### src/rtl/ram_pattern_loader.sv
// Fills DEPTH RAM words from BASE_ADDR through port B with a selected pattern, one word per clock; done DEPTH+1 cycles after start.
// No backpressure: start is ignored while busy. PATTERN_READBACK_EN adds a readback check (done at 2*DEPTH+2) with a sticky error flag.
module ram_pattern_loader #(
   parameter int ADDR_W    = 8,
   parameter int DEPTH     = 16,
   parameter int BASE_ADDR = 0
) (
   input  logic              clk,
   input  logic              rst_n,
   input  logic              start,
   input  logic [1:0]        mode,
   input  logic [7:0]        fill_value,
   input  logic [7:0]        rdata,
   output logic              we,
   output logic [ADDR_W-1:0] addr,
   output logic [7:0]        wdata,
   output logic              busy,
   output logic              done,
   output logic              error
);

   typedef enum logic [2:0] {IDLE, WRITE, VERIFY, CHECK, DONE} state_t;

   localparam logic [ADDR_W:0]   LAST = (ADDR_W+1)'(DEPTH - 1);
   localparam logic [ADDR_W-1:0] BASE = ADDR_W'(BASE_ADDR);

   state_t            state;
   logic [ADDR_W:0]   idx;
   logic [1:0]        mode_q;
   logic [7:0]        fill_q;

   function automatic logic [7:0] pattern(input logic [1:0] m, input logic [7:0] f,
                                          input logic [ADDR_W:0] i);
      logic [3:0] p;
      logic [7:0] res;
      p = 4'(i % 14);
      case (m)
         2'd0:    res = 8'h01 << i[2:0];
         2'd1:    res = 8'(i);
         2'd2:    res = (p < 4'd8) ? (8'h01 << p[2:0]) : (8'h01 << 3'(4'd14 - p));
         default: res = f;
      endcase
      return res;
   endfunction

   always_ff @(posedge clk or negedge rst_n) begin
      if (!rst_n) begin
         state  <= IDLE;
         idx    <= '0;
         mode_q <= 2'd0;
         fill_q <= 8'h00;
         we     <= 1'b0;
         addr   <= '0;
         wdata  <= 8'h00;
         busy   <= 1'b0;
         done   <= 1'b0;
`ifdef PATTERN_READBACK_EN
         error  <= 1'b0;
`endif
      end else begin
         done <= 1'b0;
         case (state)
            IDLE: begin
               if (start) begin
                  mode_q <= mode;
                  fill_q <= fill_value;
                  idx    <= '0;
                  we     <= 1'b1;
                  addr   <= BASE;
                  wdata  <= pattern(mode, fill_value, '0);
                  busy   <= 1'b1;
                  state  <= WRITE;
`ifdef PATTERN_READBACK_EN
                  error  <= 1'b0;
`endif
               end
            end
            WRITE: begin
               if (idx == LAST) begin
                  we    <= 1'b0;
                  wdata <= 8'h00;
`ifdef PATTERN_READBACK_EN
                  idx   <= '0;
                  addr  <= BASE;
                  state <= VERIFY;
`else
                  busy  <= 1'b0;
                  done  <= 1'b1;
                  state <= DONE;
`endif
               end else begin
                  idx   <= idx + 1'b1;
                  addr  <= addr + 1'b1;
                  wdata <= pattern(mode_q, fill_q, idx + 1'b1);
               end
            end
`ifdef PATTERN_READBACK_EN
            // rdata seen here belongs to the address presented one cycle earlier
            VERIFY: begin
               if (idx != '0 && rdata != pattern(mode_q, fill_q, idx - 1'b1))
                  error <= 1'b1;
               if (idx == LAST) begin
                  state <= CHECK;
               end else begin
                  idx  <= idx + 1'b1;
                  addr <= addr + 1'b1;
               end
            end
            CHECK: begin
               if (rdata != pattern(mode_q, fill_q, idx))
                  error <= 1'b1;
               busy  <= 1'b0;
               done  <= 1'b1;
               state <= DONE;
            end
`endif
            DONE:    state <= IDLE;
            default: state <= IDLE;
         endcase
      end
   end

`ifndef PATTERN_READBACK_EN
   logic unused_rdata;
   assign unused_rdata = ^rdata;
   assign error = 1'b0;
`endif

endmodule

### config.mk
export PLATFORM = sky130hd
export DESIGN_NAME = ram_pattern_loader
export DESIGN_NICKNAME = d
export VERILOG_FILES = /design/src/rtl/ram_pattern_loader.sv
export SDC_FILE = /design/constraint.sdc
export NUM_CORES = 1
export LEC_CHECK = 0
export BUFFER_PORTS_ARGS = -buffer_cell sky130_fd_sc_hd__buf_2
export CAP_MARGIN = 20
export CORE_MARGIN = 2
export CORE_UTILIZATION = 40
export DETAILED_ROUTE_END_ITERATION = 8
export PLACE_DENSITY_LB_ADDON = 0.08
export REMOVE_ABC_BUFFERS = 1
export SLEW_MARGIN = 20
export SYNTH_ARGS = -nofsm -noshare
export SYNTH_HDL_FRONTEND = slang
export SYNTH_SLANG_ARGS = --single-unit
### constraint.sdc
create_clock -name clk -period 16.2 [get_ports clk]
set_input_delay 2.43 -clock clk [delete_from_list [all_inputs] [get_ports clk]]
set_output_delay 2.43 -clock clk [all_outputs]
set_load 0.005 [all_outputs]
==> metrics.cfg, run 1 <==
[critical_path]
critPathArrivalTime_ns = 7.28
path_max_fanout = 20
timing.reg2reg.setup_slack_ns = 9.08
r2r-end = wdata[6]$_DFFE_PN0P_
max_stage_delay_ns = 0.81
worst-setup-path-type = reg2reg
cp-start-kind = flop
crit-reg2reg-launch = idx[0]$_DFFE_PN0P_
required_ns = 16.36
cp_cell_sequence = ha_1 > nand3_1 > o21ai_0 > nand2_1 > ha_1 > nand2b_1 > or4_1 > o211a_1 > a211oi_1 > a32oi_1 > o21ai_0 > o211ai_1 > a211o_1 > a21oi_2 > xnor2_1 > ha_1 > or4_1 > a21o_1 > nand3_1 > xnor2_1 > mux2i_2 > a311oi_1 > a2111oi_1
crit_top_cell = ha_1
crit_slowest_cell = dfrtp_1
reg2reg_depth = 23
cp-end-kind = flop

[synthesis]
ys.flop_type = dfrtp_1
syn_avg_cell_area_sq_um = 7.91
synth_edf_count = 0
synth_largest_area_cell = dfrtp_1
synth_area_leaders = dfrtp_1, nand2_1, o21ai_0, nor2_1, a21oi_1
synth_top_area_share_pct = 28.6
ys_seq_area_share_pct = 28.6
ys_seq_elements = 39
syn-cell-area_sq_um = 3420
ys_types = 81
yosysWarnings = 0
syn_inst = 432
async_reset_ff_share_pct = 100

[timing]
slew_violations = 0
hold_viol_final = 0
rsz0062_at_grt = no
setup_viol_count_final = 0
fin_crit_ns = 7.12
fin_skew_ns = 0.00616
fmax_mhz = 140
fin_tns_setup_ns = 0
slew_headroom_pct = 40.3
period_share_pct = 44.0
worstMarginPinSlew_ns = 0.896

[route]
wl_per_cell_um = 17.0
via_count = 3381
first_pass_iters = 4
wl_um = 9350
detail-route-antenna-nets = 0
vias_per_cell = 6.14
dr.first_iter.drc_count = 208
drc = 0

[flow_run]
drv_cap = 0

[clocking]
clockBufferDepth = 2
post_cts_resized = 0
clock-sinks = 39
hold_buffers = 0
cts_buffers = 5
insertion_delay_ns = 0.29
cts-htree-levels = 2
cts_tree = yes
postCtsSetupBuffers = 0
path_clk_slew_ns = 0.08
root_buffer = clkbuf_8

[placed_design]
dpl_cell_area_sq_um = 3580
portBuffers = 31
routabilityCongestion = 0.837
dpl.hpwl_um = 6830

[global_route]
track_usage_pct = 21.7
overflow = 0
grt_max_degree = 40
grt_pass1_vias = 3296
grt_pass1_wl_um = 16000
antenna_found_initial = 0

[hold_path]
hp-class = reg2reg
min_from = fill_q[3]$_DFFE_PN0P_
hold_depth = 2
hold_end = fill_q[3]$_DFFE_PN0P_

[floorplanning]
core_area_sq_um = 8260
initial_core_util_pct = 41.4
dieArea_sq_um = 9300
pin_count = 41
die_h_um = 96.4
rows = 33
die_w_um = 96.4

[cells_and_area]
post_route_cells_drive_above_1_share_pct = 15.2
n_antenna_cell = 0
fin_area_sq_um = 3690
areaGrowthSynthToFinish_pct = 7.95
fillerInstances = 888
finish.net_count = 472
final_util_pct = 44.7

[pwr]
vdd_drop_max_mv = 0.0927
power.share.clock_pct = 8.6
power_frac_seq_pct = 23.0
combPwrFrac_pct = 68.4
swShare_pct = 52.2
power.leakage_nw = 1.54
p_sw_w = 0.000448
p_int_w = 0.000410
power_density_nw_per_um2 = 232

[status]
outcome = finished clean

## cell usage after synthesis, types with 3 or more instances
cell type,instances
a2111oi_1,4
a2111oi_2,4
a211oi_1,6
a21oi_1,21
a221oi_1,3
a311oi_1,3
a31oi_1,5
and2_1,4
and3_1,6
and4_1,3
buf_2,5
buf_4,4
clkbuf_1,15
dfrtp_1,39
ha_1,6
inv_1,10
nand2_1,74
nand2b_1,5
nand3_1,15
nand4_1,6
nor2_1,35
nor2b_1,4
nor3_1,13
nor4_1,5
o211a_1,4
o211ai_1,7
o21a_1,4
o21ai_0,29
o311ai_0,3
o31ai_1,3
o32a_1,4
o32ai_1,4
or2_2,3
or3_1,4
xnor2_1,8
xor2_1,6
## layout by cell type (no fill, tap or decap), types with 6 or more instances in the layout
master    instances
and3_1            6
nor2_1           35
inv_1            10
a211oi_1          6
xnor2_1           8
o21ai_0          29
clkbuf_8          7
nand2_1          74
nand3_1          15
ha_1              6
nor3_1           13
a21oi_1          21
nand4_1           6
buf_2            31
o211ai_1          7
dfrtp_1          39
xor2_1            6
## critical path, delay by kind of cell, from the launching register on
family | cells | cell delay, ns
flip-flops | 1 | 0.81
XOR/XNOR | 2 | 0.23
adder cells (fa/ha/maj) | 3 | 1.18
AND/OR/NAND/NOR | 6 | 1.69
multiplexers | 1 | 0.39
AO/OA/AOI/OAI | 11 | 2.69
## worst max path at each step
stage / slack (ns) / cells past startpoint / start / to
after global routing: 8.34 / 23 / idx[0]$_DFFE_PN0P_ / wdata[6]$_DFFE_PN0P_
after global placement: 9.20 / 23 / idx[0]$_DFFE_PN0P_ / wdata[6]$_DFFE_PN0P_
final: 9.08 / 23 / idx[0]$_DFFE_PN0P_ / wdata[6]$_DFFE_PN0P_
after floorplan: 10.20 / 23 / idx[0]$_DFFE_PN0P_ / wdata[3]$_DFFE_PN0P_
after CTS: 9.06 / 23 / idx[0]$_DFFE_PN0P_ / wdata[6]$_DFFE_PN0P_
after detailed placement: 9.11 / 23 / idx[0]$_DFFE_PN0P_ / wdata[6]$_DFFE_PN0P_
## flip-flops by register name, summed over array words and instances (netlist names)
signal	flops
idx	9
addr	8
fill_q	8
wdata	8
mode_q	2
state	2
busy	1
done	1
## routing by layer
metal	track usage, %	vias to the layer above	routed length, um
met1	30.7	1644	4500
met5	0	-	0
li1	-	1658	-
met4	5.40	0	99
met3	1.63	8	258
met2	36.1	71	4500
## layout make-up
type | count | area, sq um | share of cell area [%]
multi-input cells | 356 | 2270 | 61.6
flip-flops and latches | 39 | 976 | 26.5
repair buffers | 32 | 163 | 4.41
well taps | 105 | 131 | 3.56
clock buffers | 7 | 96.3 | 2.61
inverters | 11 | 41.3 | 1.12
clock inverters | 1 | 7.51 | 0.204
## metrics by stage
stage / cells / setup slack [ns] / hold WS, ns / total power [W]
final: 551 / 9.08 / 0.478 / 0.000857
after global placement: 543 / 9.20 / 0.457 / 0.000769
after CTS: 551 / 9.06 / 0.482 / 0.000858
after floorplan: 406 / 10.20 / 0.446 / 0.000633
after global routing: 551 / 8.34 / 0.506 / 0.000940
after detailed placement: 543 / 9.11 / 0.463 / 0.000780
## cells by family after synthesis
group | synth area share [%]
compound gates | 31.2
xor+xnor | 4.06
fa+ha+maj | 2.20
buf+inv | 4.91
flops | 28.6
mux | 0.403
other cells | 0.110
simple gates | 28.6
## power groups by stage
stage | Sequential, W | Combinational, W | Clock (W)
final | 0.000197 | 0.000586 | 0.0000735
after global routing | 0.000207 | 0.000653 | 0.0000807
after CTS | 0.000197 | 0.000584 | 0.0000761
after detailed placement | 0.000199 | 0.000581 | 0
after global placement | 0.000199 | 0.000570 | 0
after floorplan | 0.000185 | 0.000448 | 0
Power figures use the tool's default switching activity.
==> run 2, diff against run 1 <==
--- a/config.mk
+++ b/config.mk
@@ -5,6 +5,7 @@
 export SDC_FILE = /design/constraint.sdc
 export NUM_CORES = 1
 export LEC_CHECK = 0
+export ABC_AREA = 1
 export BUFFER_PORTS_ARGS = -buffer_cell sky130_fd_sc_hd__buf_2
 export CAP_MARGIN = 20
 export CORE_MARGIN = 2
==> constraint.sdc (replaced) <==
create_clock -name clk -period 5.8 [get_ports clk]
set_input_delay 0.87 -clock clk [delete_from_list [all_inputs] [get_ports clk]]
set_output_delay 0.87 -clock clk [all_outputs]
set_load 0.005 [all_outputs]
==> run 2 against run 1 <==
Net effect:
- critical path depth up 12
- sequential share of layout area up 3.3 points
- clock power rose to 3.8 times the previous value
- cell area down 11%
- sequential power up 140%
- clock skew up 0.0014 ns
- synthesized area down 15%
- total power rose to 2.6 times the previous value
- synthesized cell count down 1.2%
- largest power group unchanged
==> metrics.cfg, run 2 <==
[critical_path]
critPathArrivalTime_ns = 4.69  ; -2.59 ns
r2r-end = wdata[7]$_DFFE_PN0P_
crit_top_cell = nand2_1
reg2reg_depth = 35  ; +52%
path_max_fanout = 13  ; -35%
crit_buf_inv = 2  ; +2
cp-start-kind = flop
crit_path_end = wdata[7]$_DFFE_PN0P_
worstSetupStartpoint = idx[0]$_DFFE_PN0P_
required_ns = 6.03  ; -10.33 ns
worst-setup-path-type = reg2reg
path_delay_family = simple AND/OR/NAND/NOR gates
cp-end-kind = flop
path_depth = 35  ; +52%
crit_slowest_cell = dfrtp_1
timing.reg2reg.setup_slack_ns = 1.34  ; -7.74 ns
crit-reg2reg-launch = idx[0]$_DFFE_PN0P_
max_stage_delay_ns = 0.55  ; -0.26 ns

[floorplanning]
initial_core_util_pct = 40.6  ; -0.74 points
die_w_um = 89.2  ; -7.5%
die_h_um = 89.2  ; -7.5%
dieArea_sq_um = 7950  ; -15%
rows = 31  ; -6.1%
pin_count = 41  ; unchanged
core_area_sq_um = 7140  ; -14%

[clocking]
clock-sinks = 39  ; unchanged
post_cts_resized = 0  ; unchanged
path_clk_slew_ns = 0.09  ; about the same
hold_buffers = 0  ; unchanged
clockBufferDepth = 2  ; unchanged
root_buffer = clkbuf_8
cts-htree-levels = 2  ; unchanged
cts_tree = yes
insertion_delay_ns = 0.30  ; about the same
cts_buffers = 5  ; unchanged
postCtsSetupBuffers = 0  ; unchanged

[timing]
worstMarginPinSlew_ns = 0.950  ; +0.0537 ns
fin_skew_ns = 0.00759  ; +0.00143 ns
period_share_pct = 77.0  ; +33 points
fin_crit_ns = 4.46  ; -2.66 ns
rsz0062_at_grt = no
setup_viol_count_final = 0  ; unchanged
fin_tns_setup_ns = 0  ; unchanged
hold_viol_final = 0  ; unchanged
slew_violations = 0  ; unchanged
fmax_mhz = 224  ; +60%
slew_headroom_pct = 36.5  ; -3.8 points

[placed_design]
portBuffers = 31  ; unchanged
routabilityCongestion = 0.889  ; +6.2%
dpl.hpwl_um = 5030  ; -26%

[route]
vias_per_cell = 4.76  ; -22%
dr.first_iter.drc_count = 89  ; -57%
drc = 0  ; unchanged
wl_per_cell_um = 11.9  ; -30%
first_pass_iters = 4  ; unchanged
via_count = 2661  ; -21%
wl_um = 6630  ; -29%
detail-route-antenna-nets = 0  ; unchanged

[cells_and_area]
regArea_sq_um = 976  ; unchanged
post_route_cells_drive_above_1_share_pct = 19.8  ; +4.5 points
n_antenna_cell = 0  ; unchanged
finish.net_count = 486  ; +3.0%
largest_reg_flops = 9  ; unchanged
final_common_cell = nand2_1
regMostFlops = idx
multi_input_comb_area_sq_um = 1640  ; -28%
fillerInstances = 788  ; -11%
layout_common_cells = nand2_1, inv_1, dfrtp_1, nand3_1, buf_2
areaGrowthSynthToFinish_pct = 13.2

[global_route]
grt_max_degree = 40  ; unchanged
antenna_found_initial = 0  ; unchanged
grt_pass1_vias = 2549  ; -23%
track_usage_pct = 18.1  ; -3.6 points
overflow = 0  ; unchanged
grt_pass1_wl_um = 11400  ; -29%

[pwr]
p_total_w = 0.00222  ; +160%
power_frac_seq_pct = 21.1  ; -1.9 points
power.share.clock_pct = 12.7  ; +4.1 points
swShare_pct = 51.8  ; -0.41 points
p_sw_w = 0.00115  ; +160%
combPwrFrac_pct = 66.2  ; -2.2 points
vdd_drop_max_mv = 0.268  ; +190%
power.leakage_nw = 1.76  ; +14%
p_int_w = 0.00107  ; +160%
power_density_nw_per_um2 = 676  ; +190%

[synthesis]
ys_seq_elements = 39  ; unchanged
synth_area_leaders = dfrtp_1, nand2_1, inv_1, nand3_1, nor2_1
yosysMostFrequentCell = nand2_1
syn-cell-area_sq_um = 2900  ; -15%
synth_top_area_share_pct = 33.6  ; +5.1 points
async_reset_ff_share_pct = 100  ; unchanged
synth_edf_count = 0  ; unchanged
ys.flop_type = dfrtp_1
syn_avg_cell_area_sq_um = 6.79  ; -14%
ys_types = 33  ; -59%
ys_seq_area_share_pct = 33.6  ; +5.1 points
synth_largest_area_cell = dfrtp_1
syn_inst = 427  ; -1.2%
ys_top_cells_by_count = nand2_1, inv_1, dfrtp_1, nand3_1, nor2_1
yosysWarnings = 0  ; unchanged

[flow_run]
drv_cap = 0  ; unchanged

[status]
outcome = finished clean

[hold_path]
hp-class = reg2reg

## run 2: worst register-to-register path: cells and delay by family (launching register included)
family                     cells  cell delay, ns
buffers and inverters          2            0.15
and+or+nand+nor               29            2.84
adders and majority gates      3            0.74
DFF                            1            0.55
AOI/OAI and AO/OA              1            0.12
## run 2: layout make-up
cell class / count / area share (%)
flip-flops and latches: 39 / 29.7
clock inverters: 3 / 2.17
clock buffers: 5 / 2.10
inverters: 66 / 7.55
repair buffers: 31 / 4.73
well taps: 99 / 3.77
multi-input cells: 316 / 49.9
## run 2: worst min path at each step
stage                                     start               endpoint  depth (start not counted)
after floorplan           fill_q[0]$_DFFE_PN0P_  fill_q[0]$_DFFE_PN0P_                          2
after global placement    fill_q[4]$_DFFE_PN0P_  fill_q[4]$_DFFE_PN0P_                          2
after detailed placement  fill_q[5]$_DFFE_PN0P_  fill_q[5]$_DFFE_PN0P_                          2
after CTS                 fill_q[5]$_DFFE_PN0P_  fill_q[5]$_DFFE_PN0P_                          2
after global routing      fill_q[3]$_DFFE_PN0P_  fill_q[3]$_DFFE_PN0P_                          2
final                     fill_q[4]$_DFFE_PN0P_  fill_q[4]$_DFFE_PN0P_                          2
## run 2: power by group through the flow
stage | Sequential [W] | Clock, W | Combinational [W]
after floorplan | 0.000462 | 0 | 0.00115
after global placement | 0.000470 | 0 | 0.00144
after detailed placement | 0.000473 | 0 | 0.00146
after CTS | 0.000468 | 0.000290 | 0.00147
after global routing | 0.000485 | 0.000298 | 0.00170
final | 0.000467 | 0.000282 | 0.00147
## run 2: kinds of logic (layout without fill, tap and decap cells)
kind of cell	Yosys count	count (layout)	share of synthesized area (%)
buffers and inverters	72	105	9.84
adders and majority gates	6	6	2.59
DFF	39	39	33.6
other	1	1	0.129
AOI/OAI and AO/OA	55	55	11.3
and+or+nand+nor	253	253	42.2
xor gates and xnor gates	1	1	0.302
## run 2: through the flow
stage | setup slack (ns) | util (%) | std cells | cell area, sq um | hold slack [ns]
final | 1.34 | 46.0 | 559 | 3280 | 0.488
after floorplan | 1.92 | - | 421 | 2860 | 0.449
after CTS | 1.31 | 46.0 | 559 | 3280 | 0.492
after global placement | 1.41 | 44.0 | 551 | 3140 | 0.462
after detailed placement | 1.35 | 44.0 | 551 | 3140 | 0.473
after global routing | 0.700 | 46.0 | 559 | 3280 | 0.508
## run 2: layer usage
layer,vias to the layer above,share of wire (%),routed length [um],GRT usage [%]
li1,1419,-,-,-
met1,1194,49,3280,23.6
met2,38,47,3090,31.5
met3,10,2.5,169,2.49
met4,0,1.4,95,5.02
met5,-,0,0,0
